==> config.mk <==
export PLATFORM = sky130hd
export DESIGN_NAME = fetch_unit_flat
export DESIGN_NICKNAME = d
export VERILOG_FILES = /design/src/rtl/fetch_if.sv /design/src/rtl/fetch_unit.sv /design/src/flat_wrapper.sv
export SDC_FILE = /design/constraint.sdc
export NUM_CORES = 1
export LEC_CHECK = 0
export ABC_AREA = 1
export BUFFER_PORTS_ARGS = -buffer_cell sky130_fd_sc_hd__buf_2
export CORE_MARGIN = 2
export CORE_UTILIZATION = 64
export CTS_BUF_LIST = sky130_fd_sc_hd__clkbuf_16
export DETAILED_ROUTE_END_ITERATION = 16
export PLACE_DENSITY = 0.86
export SETUP_SLACK_MARGIN = 0.3
export SYNTH_ARGS = -nofsm -noshare
export SYNTH_HDL_FRONTEND = slang
export SYNTH_SLANG_ARGS = --single-unit
==> constraint.sdc <==
create_clock -name clk -period 7.3 [get_ports clk]
set_clock_uncertainty 0.15 [all_clocks]
set_input_delay 1.46 -clock clk [delete_from_list [all_inputs] [get_ports clk]]
set_output_delay 1.46 -clock clk [all_outputs]
set_load 0.02 [all_outputs]
==> src/rtl/fetch_if.sv <==
// Fetch-unit bus bundle: instruction-memory request/response channel,
// redirect input, fetch enable and the decode-side instruction handshake.
interface fetch_if;
    logic        fetch_en;
    logic        mem_req_valid;
    logic        mem_req_ready;
    logic [31:0] mem_req_addr;
    logic        mem_rsp_valid;
    logic [31:0] mem_rsp_data;
    logic        redirect_valid;
    logic [31:0] redirect_pc;
    logic        instr_valid;
    logic        instr_ready;
    logic [31:0] instr;
    logic [31:0] instr_pc;

    // fetch unit side
    modport master (
        input  fetch_en, mem_req_ready, mem_rsp_valid, mem_rsp_data,
               redirect_valid, redirect_pc, instr_ready,
        output mem_req_valid, mem_req_addr, instr_valid, instr, instr_pc
    );

    // memory / core side
    modport slave (
        output fetch_en, mem_req_ready, mem_rsp_valid, mem_rsp_data,
               redirect_valid, redirect_pc, instr_ready,
        input  mem_req_valid, mem_req_addr, instr_valid, instr, instr_pc
    );
endinterface

==> src/rtl/fetch_unit.sv <==
// RV32I instruction-fetch front end: issues word fetches, buffers in-order
// responses with their PCs in a DEPTH-entry FIFO, flushes on redirect and
// drops responses belonging to the squashed stream.
module fetch_unit #(
    parameter int          DEPTH    = 4,
    parameter logic [31:0] RESET_PC = 32'h0
) (
    input  logic    clk,
    input  logic    rst_n,
    fetch_if.master bus
);
    localparam int AW = $clog2(DEPTH);
    localparam int CW = AW + 1;
    localparam logic [CW:0] DEPTH_C = (CW+1)'(DEPTH);

    typedef enum logic {IDLE, RUN} state_t;

    state_t          state_q, state_d;
    logic [31:0]     fetch_pc_q, fetch_pc_d;
    logic [31:0]     rsp_pc_q, rsp_pc_d;
    logic [CW-1:0]   count_q, count_d;
    logic [CW-1:0]   outst_q, outst_d;
    logic [CW-1:0]   discard_q, discard_d;
    logic [AW-1:0]   wr_ptr_q, wr_ptr_d;
    logic [AW-1:0]   rd_ptr_q, rd_ptr_d;
    logic [31:0]     data_q [DEPTH];
    logic [31:0]     pc_q   [DEPTH];

    logic [CW:0]     in_use;
    logic            req_valid, req_fire, push, pop, fifo_nonempty;
    logic            unused_pc_lsb;

    assign unused_pc_lsb = ^bus.redirect_pc[1:0];

    // Slots reserved = buffered entries + every request still in flight,
    // so a response always finds room and the FIFO cannot overflow.
    assign in_use        = {1'b0, count_q} + {1'b0, outst_q};
    assign req_valid     = (state_q == RUN) && bus.fetch_en && !bus.redirect_valid
                           && (in_use < DEPTH_C);
    assign req_fire      = req_valid && bus.mem_req_ready;
    assign fifo_nonempty = (count_q != '0);
    assign push          = bus.mem_rsp_valid && !bus.redirect_valid && (discard_q == '0);
    assign pop           = fifo_nonempty && bus.instr_ready && !bus.redirect_valid;

    assign bus.mem_req_valid = req_valid;
    assign bus.mem_req_addr  = fetch_pc_q;
    assign bus.instr_valid   = fifo_nonempty;
    assign bus.instr         = fifo_nonempty ? data_q[rd_ptr_q] : 32'h0;
    assign bus.instr_pc      = fifo_nonempty ? pc_q[rd_ptr_q]   : 32'h0;

    // Run/idle tracking of fetch enable.
    always_comb begin
        state_d = state_q;
        case (state_q)
            IDLE:    if (bus.fetch_en)  state_d = RUN;
            RUN:     if (!bus.fetch_en) state_d = IDLE;
            default: state_d = IDLE;
        endcase
    end

    // Next-state for PCs, FIFO pointers and in-flight bookkeeping.
    always_comb begin
        fetch_pc_d = fetch_pc_q;
        rsp_pc_d   = rsp_pc_q;
        count_d    = count_q;
        wr_ptr_d   = wr_ptr_q;
        rd_ptr_d   = rd_ptr_q;
        discard_d  = discard_q;
        outst_d    = outst_q + CW'(req_fire) - CW'(bus.mem_rsp_valid);
        if (bus.redirect_valid) begin
            fetch_pc_d = {bus.redirect_pc[31:2], 2'b00};
            rsp_pc_d   = {bus.redirect_pc[31:2], 2'b00};
            count_d    = '0;
            wr_ptr_d   = '0;
            rd_ptr_d   = '0;
            // Every request still in flight after this edge belongs to the
            // dead stream; outstanding already covers any earlier discards,
            // so back-to-back redirects do not double count.
            discard_d  = outst_d;
        end else begin
            if (req_fire)
                fetch_pc_d = fetch_pc_q + 32'd4;
            if (bus.mem_rsp_valid && (discard_q != '0))
                discard_d = discard_q - 1'b1;
            if (push) begin
                wr_ptr_d = wr_ptr_q + 1'b1;
                rsp_pc_d = rsp_pc_q + 32'd4;
            end
            if (pop)
                rd_ptr_d = rd_ptr_q + 1'b1;
            count_d = count_q + CW'(push) - CW'(pop);
        end
    end

    // State and counter registers.
    always_ff @(posedge clk or negedge rst_n) begin
        if (!rst_n) begin
            state_q    <= IDLE;
            fetch_pc_q <= RESET_PC;
            rsp_pc_q   <= RESET_PC;
            count_q    <= '0;
            outst_q    <= '0;
            discard_q  <= '0;
            wr_ptr_q   <= '0;
            rd_ptr_q   <= '0;
        end else begin
            state_q    <= state_d;
            fetch_pc_q <= fetch_pc_d;
            rsp_pc_q   <= rsp_pc_d;
            count_q    <= count_d;
            outst_q    <= outst_d;
            discard_q  <= discard_d;
            wr_ptr_q   <= wr_ptr_d;
            rd_ptr_q   <= rd_ptr_d;
        end
    end

    // FIFO storage: instruction word plus the PC it was fetched from.
    always_ff @(posedge clk or negedge rst_n) begin
        if (!rst_n) begin
            for (int i = 0; i < DEPTH; i++) begin
                data_q[i] <= 32'h0;
                pc_q[i]   <= 32'h0;
            end
        end else if (push) begin
            data_q[wr_ptr_q] <= bus.mem_rsp_data;
            pc_q[wr_ptr_q]   <= rsp_pc_q;
        end
    end

    // A live response must never land on a full FIFO unless a pop frees a slot.
    a_no_overflow: assert property (@(posedge clk) disable iff (!rst_n)
        push |-> ((count_q != DEPTH_C[CW-1:0]) || pop));

endmodule

==> src/flat_wrapper.sv <==
// flat-port wrapper written by rule: the top's interface ports become plain ports
module fetch_unit_flat 
#(
    parameter int          DEPTH    = 4,
    parameter logic [31:0] RESET_PC = 32'h0
)
  (clk, rst_n, bus_fetch_en, bus_mem_req_ready, bus_mem_rsp_valid, bus_mem_rsp_data, bus_redirect_valid, bus_redirect_pc, bus_instr_ready, bus_mem_req_valid, bus_mem_req_addr, bus_instr_valid, bus_instr, bus_instr_pc);
  fetch_if bus_i ();
  input  logic clk;
  input  logic rst_n;
  input wire logic [$bits(bus_i.fetch_en)-1:0] bus_fetch_en;
  input wire logic [$bits(bus_i.mem_req_ready)-1:0] bus_mem_req_ready;
  input wire logic [$bits(bus_i.mem_rsp_valid)-1:0] bus_mem_rsp_valid;
  input wire logic [$bits(bus_i.mem_rsp_data)-1:0] bus_mem_rsp_data;
  input wire logic [$bits(bus_i.redirect_valid)-1:0] bus_redirect_valid;
  input wire logic [$bits(bus_i.redirect_pc)-1:0] bus_redirect_pc;
  input wire logic [$bits(bus_i.instr_ready)-1:0] bus_instr_ready;
  output wire logic [$bits(bus_i.mem_req_valid)-1:0] bus_mem_req_valid;
  output wire logic [$bits(bus_i.mem_req_addr)-1:0] bus_mem_req_addr;
  output wire logic [$bits(bus_i.instr_valid)-1:0] bus_instr_valid;
  output wire logic [$bits(bus_i.instr)-1:0] bus_instr;
  output wire logic [$bits(bus_i.instr_pc)-1:0] bus_instr_pc;
  assign bus_i.fetch_en = bus_fetch_en;
  assign bus_i.mem_req_ready = bus_mem_req_ready;
  assign bus_i.mem_rsp_valid = bus_mem_rsp_valid;
  assign bus_i.mem_rsp_data = bus_mem_rsp_data;
  assign bus_i.redirect_valid = bus_redirect_valid;
  assign bus_i.redirect_pc = bus_redirect_pc;
  assign bus_i.instr_ready = bus_instr_ready;
  assign bus_mem_req_valid = bus_i.mem_req_valid;
  assign bus_mem_req_addr = bus_i.mem_req_addr;
  assign bus_instr_valid = bus_i.instr_valid;
  assign bus_instr = bus_i.instr;
  assign bus_instr_pc = bus_i.instr_pc;
  fetch_unit #(.DEPTH(DEPTH), .RESET_PC(RESET_PC)) u_core (.clk(clk), .rst_n(rst_n), .bus(bus_i));
endmodule
==> results.json, run 1 <==
{
  "met2_length_um": 19600,
  "final.period_utilization_pct": 67.8,
  "core_region_area_sq_um": 25000,
  "proportion_of_layout_cells_with_a_drive_suffix_above_1_pct": 12.0,
  "hold_slack_ns": 0.327,
  "synth-seq-area-share_pct": 49.9,
  "drcViolationCount": 0,
  "grt_setup_unrepaired": "false",
  "vias_per_cell": 5.77,
  "layoutNonFillerInstCount": 2507,
  "total_number_of_clock_tree_sinks": 322,
  "maxCapViolCount": 0,
  "worst_setup_path_endpoint": "bus_instr[9]",
  "post_cts_resize_count": 0,
  "total_negative_slack_for_setup_checks_ns": 0,
  "synth_edf_count": 0,
  "setup.reg_to_reg.worst_slack_ns": 3.37,
  "slew-limit-headroom_pct": 26.6,
  "run_status": "complete, no violations",
  "die_area_sq_um": 26500,
  "critical_path_at_ns": 3.34,
  "cts.htree.levels": 2,
  "detailroute.wirelength.met3_um": 2890,
  "netlist-cell-type-count": 43,
  "path_class": "reg2out",
  "initialDrtViolationCount": 1768,
  "detailedRoute.firstPassIterationCount": 5,
  "rows": 58,
  "reg2reg_depth": 13,
  "die_h_um": 163,
  "num-nets-final": 2239,
  "timing.rr.start": "u_core.count_q[1]",
  "clk-insertion-delay-late_ns": 0.53,
  "yosys_register_bits": 322,
  "antenna_violating_nets_remaining": 0,
  "diodes": 0,
  "post_cts_setup_driven_buffer_insertion_count": 0,
  "place.detailed.hpwl_um": 24800,
  "final-hold-violation-count": 0,
  "final_period_minus_worst_setup_slack_ns": 4.95,
  "routed-via-count": 14500,
  "wirelength_met1_um": 17200,
  "power_density_nw_per_um2": 338,
  "irDropWorstVdd_mv": 0.212,
  "worst-slew-pin-transition_ns": 1.10,
  "netlist_instances": 2055,
  "clock_root_buffer": "sky130_fd_sc_hd__clkbuf_16",
  "path_clk_slew_ns": 0.06,
  "placed_cells": 2446,
  "num_io_pins": 169,
  "critical_path.startpoint": "u_core.rd_ptr_q[0]",
  "global_route.overflow_total": 0,
  "worst_hold_path.num_cells": 2,
  "required_worst_endpoint_ns": 5.69,
  "endpoint_kind": "output pin",
  "grtUsageTotal_pct": 31.1,
  "syn_avg_cell_area_sq_um": 7.85,
  "dr.max_layer_used": "met5",
  "max_clock_freq_mhz": 202,
  "tritoncts": "built",
  "via_count_of_the_first_global_routing_pass": 13800,
  "clock_tree_buf_depth": 3,
  "timing.final.max_slew_violations": 0,
  "yosysWarnings": 0,
  "grt_pass1_wl_um": 67100,
  "cts_inserted_buffers": 34,
  "floorplan.initialDensity_pct": 64.6,
  "grt_start_max_net_pins": 128,
  "ctsHoldBuffers": 0,
  "routed_wirelength_um": 40800,
  "leakage_nw": 8.61,
  "buffer_ports.inserted": 162,
  "weighted_congestion_at_the_end_of_routability_driven_global_placement": 0.962,
  "hold_path_class": "reg2reg",
  "dieWidth_um": 163,
  "worst_r2r_endpoint": "u_core.count_q[2]",
  "antenna_violations_before_repair": 0,
  "finalSetupViolations": 0,
  "synthArstFlopShare_pct": 100,
  "maximum_fanout_along_the_worst_path": 64,
  "critPathLaunchType": "flop",
  "synthToLayoutAreaGrowth_pct": 10.2,
  "yosys_most_used_dff": "sky130_fd_sc_hd__dfrtp_1",
  "mappedNetlistArea_sq_um": 16100,
  "wl_per_cell_um": 16.3
}
logic make-up after synthesis:
family	count (synthesis)	synth area share, %
flops	322	49.9
fa+ha+maj	16	1.33
compound gates	490	15.7
other cells	1	0.0232
xor+xnor	19	1.03
buf+inv	244	7.67
simple gates	963	24.3
metrics by stage:
step	util (%)	setup WS [ns]	cell area, sq um	power (mW)
3_5_place_dp	67.1	2.89	16700	4.37
3_3_place_gp	67.1	2.94	16700	4.29
5_1_grt	71.2	2.11	17800	6.38
2_1_floorplan	-	3.79	16100	3.80
4_1_cts	71.2	2.33	17800	6.00
6_report	71.2	2.35	17800	6.00
worst min-delay path by stage:
stage	start	slack (ns)	end
floorplan	u_core.pc_q[2]	0.30	u_core.pc_q[2]
finish	u_core.pc_q[67]	0.33	u_core.pc_q[67]
detailed placement	u_core.pc_q[67]	0.31	u_core.pc_q[67]
global route	u_core.pc_q[126]	0.35	u_core.pc_q[126]
CTS	u_core.pc_q[67]	0.33	u_core.pc_q[67]
global placement	u_core.pc_q[31]	0.31	u_core.pc_q[31]
final cells by class:
| type | count | area (sq um) |
|---|---|---|
| fillers | 1999 | 7180 |
| inverters | 127 | 499 |
| multi-input cells | 1492 | 6850 |
| clock inverters | 26 | 158 |
| repair buffers | 175 | 918 |
| well taps | 330 | 413 |
| flip-flops and latches | 322 | 8060 |
| clock buffers | 35 | 876 |
flip-flops by register name (all words and copies together) (netlist names):
register                 flops
u_core.rd_ptr_q              2
u_core.wr_ptr_q              2
u_core.count_q               3
u_core.bus.mem_req_addr     30
u_core.data_q              128
u_core.pc_q                120
u_core.rsp_pc_q             30
u_core.state_q               1
u_core.discard_q             3
u_core.outst_q               3
synth_stat cells, types with 3 or more instances:
cell / number / area share [%]
sky130_fd_sc_hd__nand3b_1: 8 / 0.37
sky130_fd_sc_hd__buf_2: 20 / 0.62
sky130_fd_sc_hd__nor2_1: 319 / 7.4
sky130_fd_sc_hd__a21oi_1: 72 / 2.2
sky130_fd_sc_hd__buf_4: 7 / 0.33
sky130_fd_sc_hd__clkbuf_1: 47 / 1.1
sky130_fd_sc_hd__o21ai_0: 157 / 4.9
sky130_fd_sc_hd__o21ai_2: 8 / 0.43
sky130_fd_sc_hd__nand2_1: 509 / 12
sky130_fd_sc_hd__inv_1: 120 / 2.8
sky130_fd_sc_hd__o211ai_1: 10 / 0.47
sky130_fd_sc_hd__buf_6: 33 / 2.3
sky130_fd_sc_hd__nor3_1: 5 / 0.16
sky130_fd_sc_hd__nand3_1: 90 / 2.8
sky130_fd_sc_hd__nor2_4: 4 / 0.28
sky130_fd_sc_hd__ha_1: 14 / 1.1
sky130_fd_sc_hd__buf_1: 10 / 0.23
sky130_fd_sc_hd__xnor2_1: 8 / 0.43
sky130_fd_sc_hd__inv_2: 3 / 0.070
sky130_fd_sc_hd__nand4_1: 5 / 0.19
sky130_fd_sc_hd__nor2_2: 7 / 0.27
sky130_fd_sc_hd__nand2_4: 7 / 0.49
sky130_fd_sc_hd__dfrtp_1: 322 / 50
sky130_fd_sc_hd__xor2_1: 11 / 0.60
sky130_fd_sc_hd__o21ai_1: 233 / 7.2
cells in the final DEF (no fill, tap or decap), types with 5 or more instances in the layout:
cell / n
sky130_fd_sc_hd__a21oi_1: 72
sky130_fd_sc_hd__buf_2: 161
sky130_fd_sc_hd__buf_4: 13
sky130_fd_sc_hd__clkbuf_16: 35
sky130_fd_sc_hd__clkinv_1: 10
sky130_fd_sc_hd__clkinv_2: 7
sky130_fd_sc_hd__dfrtp_1: 320
sky130_fd_sc_hd__ha_1: 14
sky130_fd_sc_hd__inv_1: 125
sky130_fd_sc_hd__nand2_1: 509
sky130_fd_sc_hd__nand2_4: 7
sky130_fd_sc_hd__nand3_1: 90
sky130_fd_sc_hd__nand3b_1: 8
sky130_fd_sc_hd__nand4_1: 5
sky130_fd_sc_hd__nor2_1: 319
sky130_fd_sc_hd__nor2_2: 7
sky130_fd_sc_hd__nor3_1: 5
sky130_fd_sc_hd__o211ai_1: 10
sky130_fd_sc_hd__o21ai_0: 157
sky130_fd_sc_hd__o21ai_1: 233
sky130_fd_sc_hd__o21ai_2: 8
sky130_fd_sc_hd__xnor2_1: 8
sky130_fd_sc_hd__xor2_1: 11
worst max-delay path, stage by stage (launching register included):
cell                      delay, ns
sky130_fd_sc_hd__dfrtp_4       0.69
sky130_fd_sc_hd__inv_2         0.82
sky130_fd_sc_hd__buf_4         0.63
sky130_fd_sc_hd__o21ai_0       0.21
sky130_fd_sc_hd__a21oi_1       0.23
sky130_fd_sc_hd__buf_2         0.21
layer usage:
metal	vias up	track usage, %
met3	86	3.95
met1	6905	41.9
met5	-	1.33
met4	2	10.5
met2	621	52.6
li1	6843	-
where the power goes:
group / internal, mW / switching, mW
Clock: 0.911 / 0.714
Combinational: 0.639 / 1.32
Sequential: 2.15 / 0.271
(Power assumes the default switching activity.)
==> run 2: changes to the inputs <==
--- a/config.mk
+++ b/config.mk
@@ -8,10 +8,10 @@
 export ABC_AREA = 1
 export BUFFER_PORTS_ARGS = -buffer_cell sky130_fd_sc_hd__buf_2
 export CORE_MARGIN = 2
-export CORE_UTILIZATION = 64
+export CORE_UTILIZATION = 54
 export CTS_BUF_LIST = sky130_fd_sc_hd__clkbuf_16
 export DETAILED_ROUTE_END_ITERATION = 16
-export PLACE_DENSITY = 0.86
+export PLACE_DENSITY = 0.77
 export SETUP_SLACK_MARGIN = 0.3
 export SYNTH_ARGS = -nofsm -noshare
 export SYNTH_HDL_FRONTEND = slang
==> constraint.sdc (replaced) <==
create_clock -name clk -period 4 [get_ports clk]
set_clock_uncertainty 0.15 [all_clocks]
set_input_delay 0.8 -clock clk [delete_from_list [all_inputs] [get_ports clk]]
set_output_delay 0.8 -clock clk [all_outputs]
set_load 0.02 [all_outputs]
==> results.json, run 2 (synthesized netlist as in run 1, its figures left out) <==
{
  "clk-insertion-delay-late_ns": 0.51,
  "routed-via-count": 14200,
  "critPathLaunchType": "flop",
  "cts_inserted_buffers": 36,
  "worst_path_largest_cell_delay_ns": 0.76,
  "slew-limit-headroom_pct": 49.0,
  "via_count_of_the_first_global_routing_pass": 13500,
  "irDropWorstVdd_mv": 0.349,
  "leakage_nw": 8.73,
  "clock_tree_buf_depth": 3,
  "synthToLayoutAreaGrowth_pct": 12.1,
  "grt_start_max_net_pins": 126,
  "grt_setup_unrepaired": "false",
  "core_region_area_sq_um": 29600,
  "global_route.overflow_total": 0,
  "setup.reg_to_reg.worst_slack_ns": 1.30,
  "critical_path_at_ns": 2.56,
  "finalSetupViolations": 0,
  "worst-slew-pin-transition_ns": 0.764,
  "antenna_violations_before_repair": 1,
  "max_ffs_per_register": 128,
  "num-nets-final": 2248,
  "power_density_nw_per_um2": 615,
  "rows": 63,
  "slowest_stage": "sky130_fd_sc_hd__dfrtp_4",
  "antenna_violating_nets_remaining": 0,
  "die_area_sq_um": 31300,
  "final-hold-violation-count": 0,
  "post_cts_setup_driven_buffer_insertion_count": 0,
  "top_register": "u_core.data_q",
  "grt_pass1_wl_um": 67800,
  "cts.htree.levels": 2,
  "maximum_fanout_along_the_worst_path": 85,
  "run_status": "complete, no violations",
  "diodes": 0,
  "hold_slack_ns": 0.136,
  "total_negative_slack_for_setup_checks_ns": 0,
  "tritoncts": "built",
  "initialDrtViolationCount": 1331,
  "path_cells": "buf_12 -> nor2_1 -> nor2_1 -> o21ai_0 -> a21oi_1 -> buf_2",
  "reg2reg_depth": 10,
  "maxCapViolCount": 0,
  "max_clock_freq_mhz": 285,
  "weighted_congestion_at_the_end_of_routability_driven_global_placement": 0.967,
  "num_io_pins": 169,
  "top_regs": "u_core.data_q x128, u_core.pc_q x120",
  "hold_path_class": "in2async",
  "timing.final.max_slew_violations": 0,
  "total_number_of_clock_tree_sinks": 322,
  "path_clk_slew_ns": 0.05,
  "floorplan.initialDensity_pct": 54.6,
  "routed_wirelength_um": 41300,
  "worst_r2r_endpoint": "u_core.discard_q[1]",
  "die_h_um": 177,
  "path_class": "reg2out",
  "clock_root_buffer": "sky130_fd_sc_hd__clkbuf_16",
  "commonest_non_fill_non_tap_cell_in_the_layout": "sky130_fd_sc_hd__nand2_1",
  "endpoint_kind": "output pin",
  "required_worst_endpoint_ns": 3.05,
  "timing.rr.start": "u_core.count_q[1]",
  "place.detailed.hpwl_um": 26000,
  "most-common-layout-cells": "509 x sky130_fd_sc_hd__nand2_1, 320 x sky130_fd_sc_hd__dfrtp_1, 319 x sky130_fd_sc_hd__nor2_1, 233 x sky130_fd_sc_hd__o21ai_1, 161 x sky130_fd_sc_hd__buf_2",
  "worst_setup_path_endpoint": "bus_instr_pc[13]",
  "wl_per_cell_um": 16.0,
  "final_period_minus_worst_setup_slack_ns": 3.51,
  "dieWidth_um": 177,
  "critical_path.startpoint": "u_core.rd_ptr_q[0]",
  "vias_per_cell": 5.53,
  "drcViolationCount": 0,
  "worst_path_most_repeated_cell": "sky130_fd_sc_hd__nor2_1",
  "proportion_of_layout_cells_with_a_drive_suffix_above_1_pct": 12.3,
  "grtUsageTotal_pct": 26.8,
  "final.period_utilization_pct": 87.8,
  "detailedRoute.firstPassIterationCount": 7,
  "buffer_ports.inserted": 162
}
## run 2: changes by cell type in the layout (fill, tap and decap cells not counted), sizes merged
cell    before  now
buf        175  182
clkbuf      35   38
clkinv      18   13
inv        133  135
## run 2: worst min path at each step
stage	startpoint	endpoint	slack, ns	cells past startpoint
floorplan	u_core.pc_q[2]	u_core.pc_q[2]	0.30	2
finish	rst_n	u_core.data_q[24]	0.14	1
CTS	rst_n	u_core.data_q[24]	0.15	1
detailed placement	u_core.pc_q[31]	u_core.pc_q[31]	0.31	2
global placement	u_core.data_q[31]	u_core.data_q[31]	0.31	2
global route	rst_n	u_core.data_q[55]	0.19	1
## run 2: final cells by class
type                            instances  area (sq um)
Sequential cell                       322          8070
Tap cell                              390           488
Inverter                              127           499
Clock buffer                           38           951
Timing Repair Buffer                  182          1100
Fill cell                            2580         11500
Multi-Input combinational cell       1492          6850
Clock inverter                         23           141
## run 2: per-layer routing
layer  wire [um]  part of all wire (%)  global-route usage, %
met2       19200                    47                   42.9
met4        1030                   2.5                   8.54
met5          13                 0.031                      0
met3        2760                   6.7                   3.87
met1       18300                    44                   37.8
## run 2: repair_timing
action,4_1_cts,5_1_grt
endpoints found under the setup margin,0,10
hold buffers,0,0
resized for setup,0,1
## run 2: critical path, delay by kind of cell (launching register included)
| family | cells | cell delay [ns] |
|---|---|---|
| flip-flops | 1 | 0.76 |
| buffers and inverters | 2 | 0.65 |
| AO/OA/AOI/OAI | 2 | 0.39 |
| AND/OR/NAND/NOR | 2 | 0.21 |
## run 2: stage by stage
stage          power (mW)  util, %  instances  worst slack [ns]  instance area (sq um)
3_3_place_gp         7.93     57.5       2513             0.854                  17000
6_report             11.1     61.2       2574             0.487                  18100
5_1_grt              11.9     61.2       2574             0.366                  18100
2_1_floorplan        6.93        -       2058              1.27                  16100
3_5_place_dp         8.07     57.5       2513             0.882                  17000
4_1_cts              11.2     61.2       2574             0.307                  18100
## run 2: power breakdown
group          internal, mW  switching (mW)
Clock                  1.78            1.30
Combinational          1.22            2.38
Sequential             3.93           0.512
Total                  6.93            4.20
==> run 3: changes to the inputs <==
--- a/config.mk
+++ b/config.mk
@@ -8,10 +8,9 @@
 export ABC_AREA = 1
 export BUFFER_PORTS_ARGS = -buffer_cell sky130_fd_sc_hd__buf_2
 export CORE_MARGIN = 2
-export CORE_UTILIZATION = 54
+export CORE_UTILIZATION = 41
 export CTS_BUF_LIST = sky130_fd_sc_hd__clkbuf_16
 export DETAILED_ROUTE_END_ITERATION = 16
-export PLACE_DENSITY = 0.77
 export SETUP_SLACK_MARGIN = 0.3
 export SYNTH_ARGS = -nofsm -noshare
 export SYNTH_HDL_FRONTEND = slang
==> results.json, run 3 (synthesized netlist as in run 1, its figures left out) <==
{
  "run_status": "complete, no violations",
  "proportion_of_layout_cells_with_a_drive_suffix_above_1_pct": 12.4,
  "irDropWorstVdd_mv": 0.234,
  "antenna_violations_before_repair": 1,
  "grtUsageTotal_pct": 21.7,
  "leakage_nw": 8.78,
  "power.net_switching_mw": 4.23,
  "clock_root_buffer": "sky130_fd_sc_hd__clkbuf_16",
  "cts_inserted_buffers": 37,
  "global_route.overflow_total": 0,
  "detailedRoute.firstPassIterationCount": 5,
  "num-nets-final": 2254,
  "grt_pass1_wl_um": 72200,
  "slew-limit-headroom_pct": 32.6,
  "place.detailed.hpwl_um": 27800,
  "critPathLaunchType": "flop",
  "num_io_pins": 169,
  "routed-via-count": 13900,
  "hold_path_class": "in2async",
  "top_regs": "u_core.data_q x128, u_core.pc_q x120",
  "most-common-layout-cells": "509 x sky130_fd_sc_hd__nand2_1, 320 x sky130_fd_sc_hd__dfrtp_1, 319 x sky130_fd_sc_hd__nor2_1, 233 x sky130_fd_sc_hd__o21ai_1, 161 x sky130_fd_sc_hd__buf_2",
  "initialDrtViolationCount": 988,
  "floorplan.initialDensity_pct": 41.7,
  "synthToLayoutAreaGrowth_pct": 13.4,
  "path_clk_slew_ns": 0.06,
  "setup.reg_to_reg.worst_slack_ns": 1.34,
  "final_period_minus_worst_setup_slack_ns": 3.44,
  "core_region_area_sq_um": 38700,
  "pwr-share-comb_pct": 32.9,
  "tritoncts": "built",
  "pre_cts_slack_ns": 0.973,
  "maxCapViolCount": 0,
  "max_clock_freq_mhz": 291,
  "ctsHoldBuffers": 0,
  "vias_per_cell": 5.13,
  "cts.htree.levels": 2,
  "die_h_um": 202,
  "rows": 72,
  "final.period_utilization_pct": 86.0,
  "clock_tree_buf_depth": 3,
  "die_area_sq_um": 41000,
  "buffer_ports.inserted": 162,
  "critical_path_at_ns": 2.49,
  "path_class": "reg2out",
  "timing.final.max_slew_violations": 0,
  "required_worst_endpoint_ns": 3.05,
  "post_cts_setup_driven_buffer_insertion_count": 0,
  "reg2reg_depth": 10,
  "total_number_of_clock_tree_sinks": 322,
  "antenna_violating_nets_remaining": 0,
  "clkPwrFrac_pct": 28.3,
  "internal_portion_of_total_power_mw": 6.99,
  "layout_setup_ws_ns": 0.562,
  "worst-slew-pin-transition_ns": 1.01,
  "endpoint_kind": "output pin",
  "timing.rr.start": "u_core.count_q[1]",
  "post_cts_resize_count": 0,
  "finalSetupViolations": 0,
  "worst_r2r_endpoint": "u_core.discard_q[1]",
  "power_density_nw_per_um2": 613,
  "max_ffs_per_register": 128,
  "dieWidth_um": 202,
  "drcViolationCount": 0,
  "clk-insertion-delay-late_ns": 0.53,
  "top_register": "u_core.data_q",
  "grt_start_max_net_pins": 125,
  "routed_wirelength_um": 43900,
  "commonest_non_fill_non_tap_cell_in_the_layout": "sky130_fd_sc_hd__nand2_1",
  "maximum_fanout_along_the_worst_path": 42,
  "total_negative_slack_for_setup_checks_ns": 0,
  "via_count_of_the_first_global_routing_pass": 13600,
  "seq_power_share_pct": 38.8,
  "power.switching_fraction_pct": 37.7,
  "wl_per_cell_um": 16.2,
  "final-hold-violation-count": 0,
  "grt_setup_unrepaired": "false",
  "weighted_congestion_at_the_end_of_routability_driven_global_placement": 0.897
}
-- run 3: changes by cell type in the layout (fill, tap and decap cells not counted), sizes merged --
cell and delta:
bufinv +1, clkinv -1, inv +4, buf +5
clkinvlp -1, diode +1
-- run 3: metal layers --
metal | up-vias | track usage (%) | wire [um] | part of all wire, %
li1 | 6870 | - | - | -
met1 | 6594 | 30.2 | 20200 | 46
met3 | 57 | 3.43 | 2440 | 5.6
met2 | 384 | 35.7 | 20400 | 46
met5 | - | 0 | 0 | 0
met4 | 0 | 5.34 | 822 | 1.9
-- run 3: critical path: stages, from the launching register on --
cell                      delay [ns]
sky130_fd_sc_hd__dfrtp_4        0.51
sky130_fd_sc_hd__inv_2          0.48
sky130_fd_sc_hd__buf_12         0.28
sky130_fd_sc_hd__o21ai_0        0.12
sky130_fd_sc_hd__a21oi_1        0.30
sky130_fd_sc_hd__buf_2          0.23
-- run 3: worst max path at each step --
stage	start	slack (ns)	cells after the start	to
floorplan	bus_redirect_valid	1.27	13	u_core.discard_q[2]
global placement	bus_redirect_valid	1.0	12	u_core.discard_q[2]
detailed placement	bus_redirect_valid	0.97	12	u_core.discard_q[2]
CTS	u_core.rd_ptr_q[0]	0.46	6	bus_instr_pc[13]
global route	u_core.rd_ptr_q[0]	0.38	6	bus_instr_pc[18]
finish	u_core.rd_ptr_q[0]	0.56	5	bus_instr_pc[18]
-- run 3: final cells by class --
class / count / area, sq um
diodes: 1 / 2.50
multi-input cells: 1492 / 6850
repair buffers: 187 / 1120
inverters: 127 / 499
clock inverters: 26 / 169
flip-flops and latches: 322 / 8060
fillers: 3917 / 20400
clock buffers: 38 / 951
well taps: 518 / 648
-- run 3: power by group through the flow --
stage	registers, mW	logic [mW]	clock network (mW)
after floorplan	4.34	2.59	0
after global placement	4.38	3.66	0
after detailed placement	4.40	3.72	0
after CTS	4.35	3.74	3.26
after global routing	4.44	4.18	3.39
final	4.36	3.68	3.17
-- run 3: through the flow --
stage	area (sq um)	hold WS, ns	total power [mW]	utilization (%)	std cells
2_1_floorplan	16100	0.298	6.93	-	2058
3_3_place_gp	17200	0.309	8.04	44.4	2646
3_5_place_dp	17200	0.318	8.12	44.4	2646
4_1_cts	18300	0.259	11.4	47.3	2710
5_1_grt	18300	0.265	12.0	47.3	2710
6_report	18300	0.213	11.2	47.3	2711
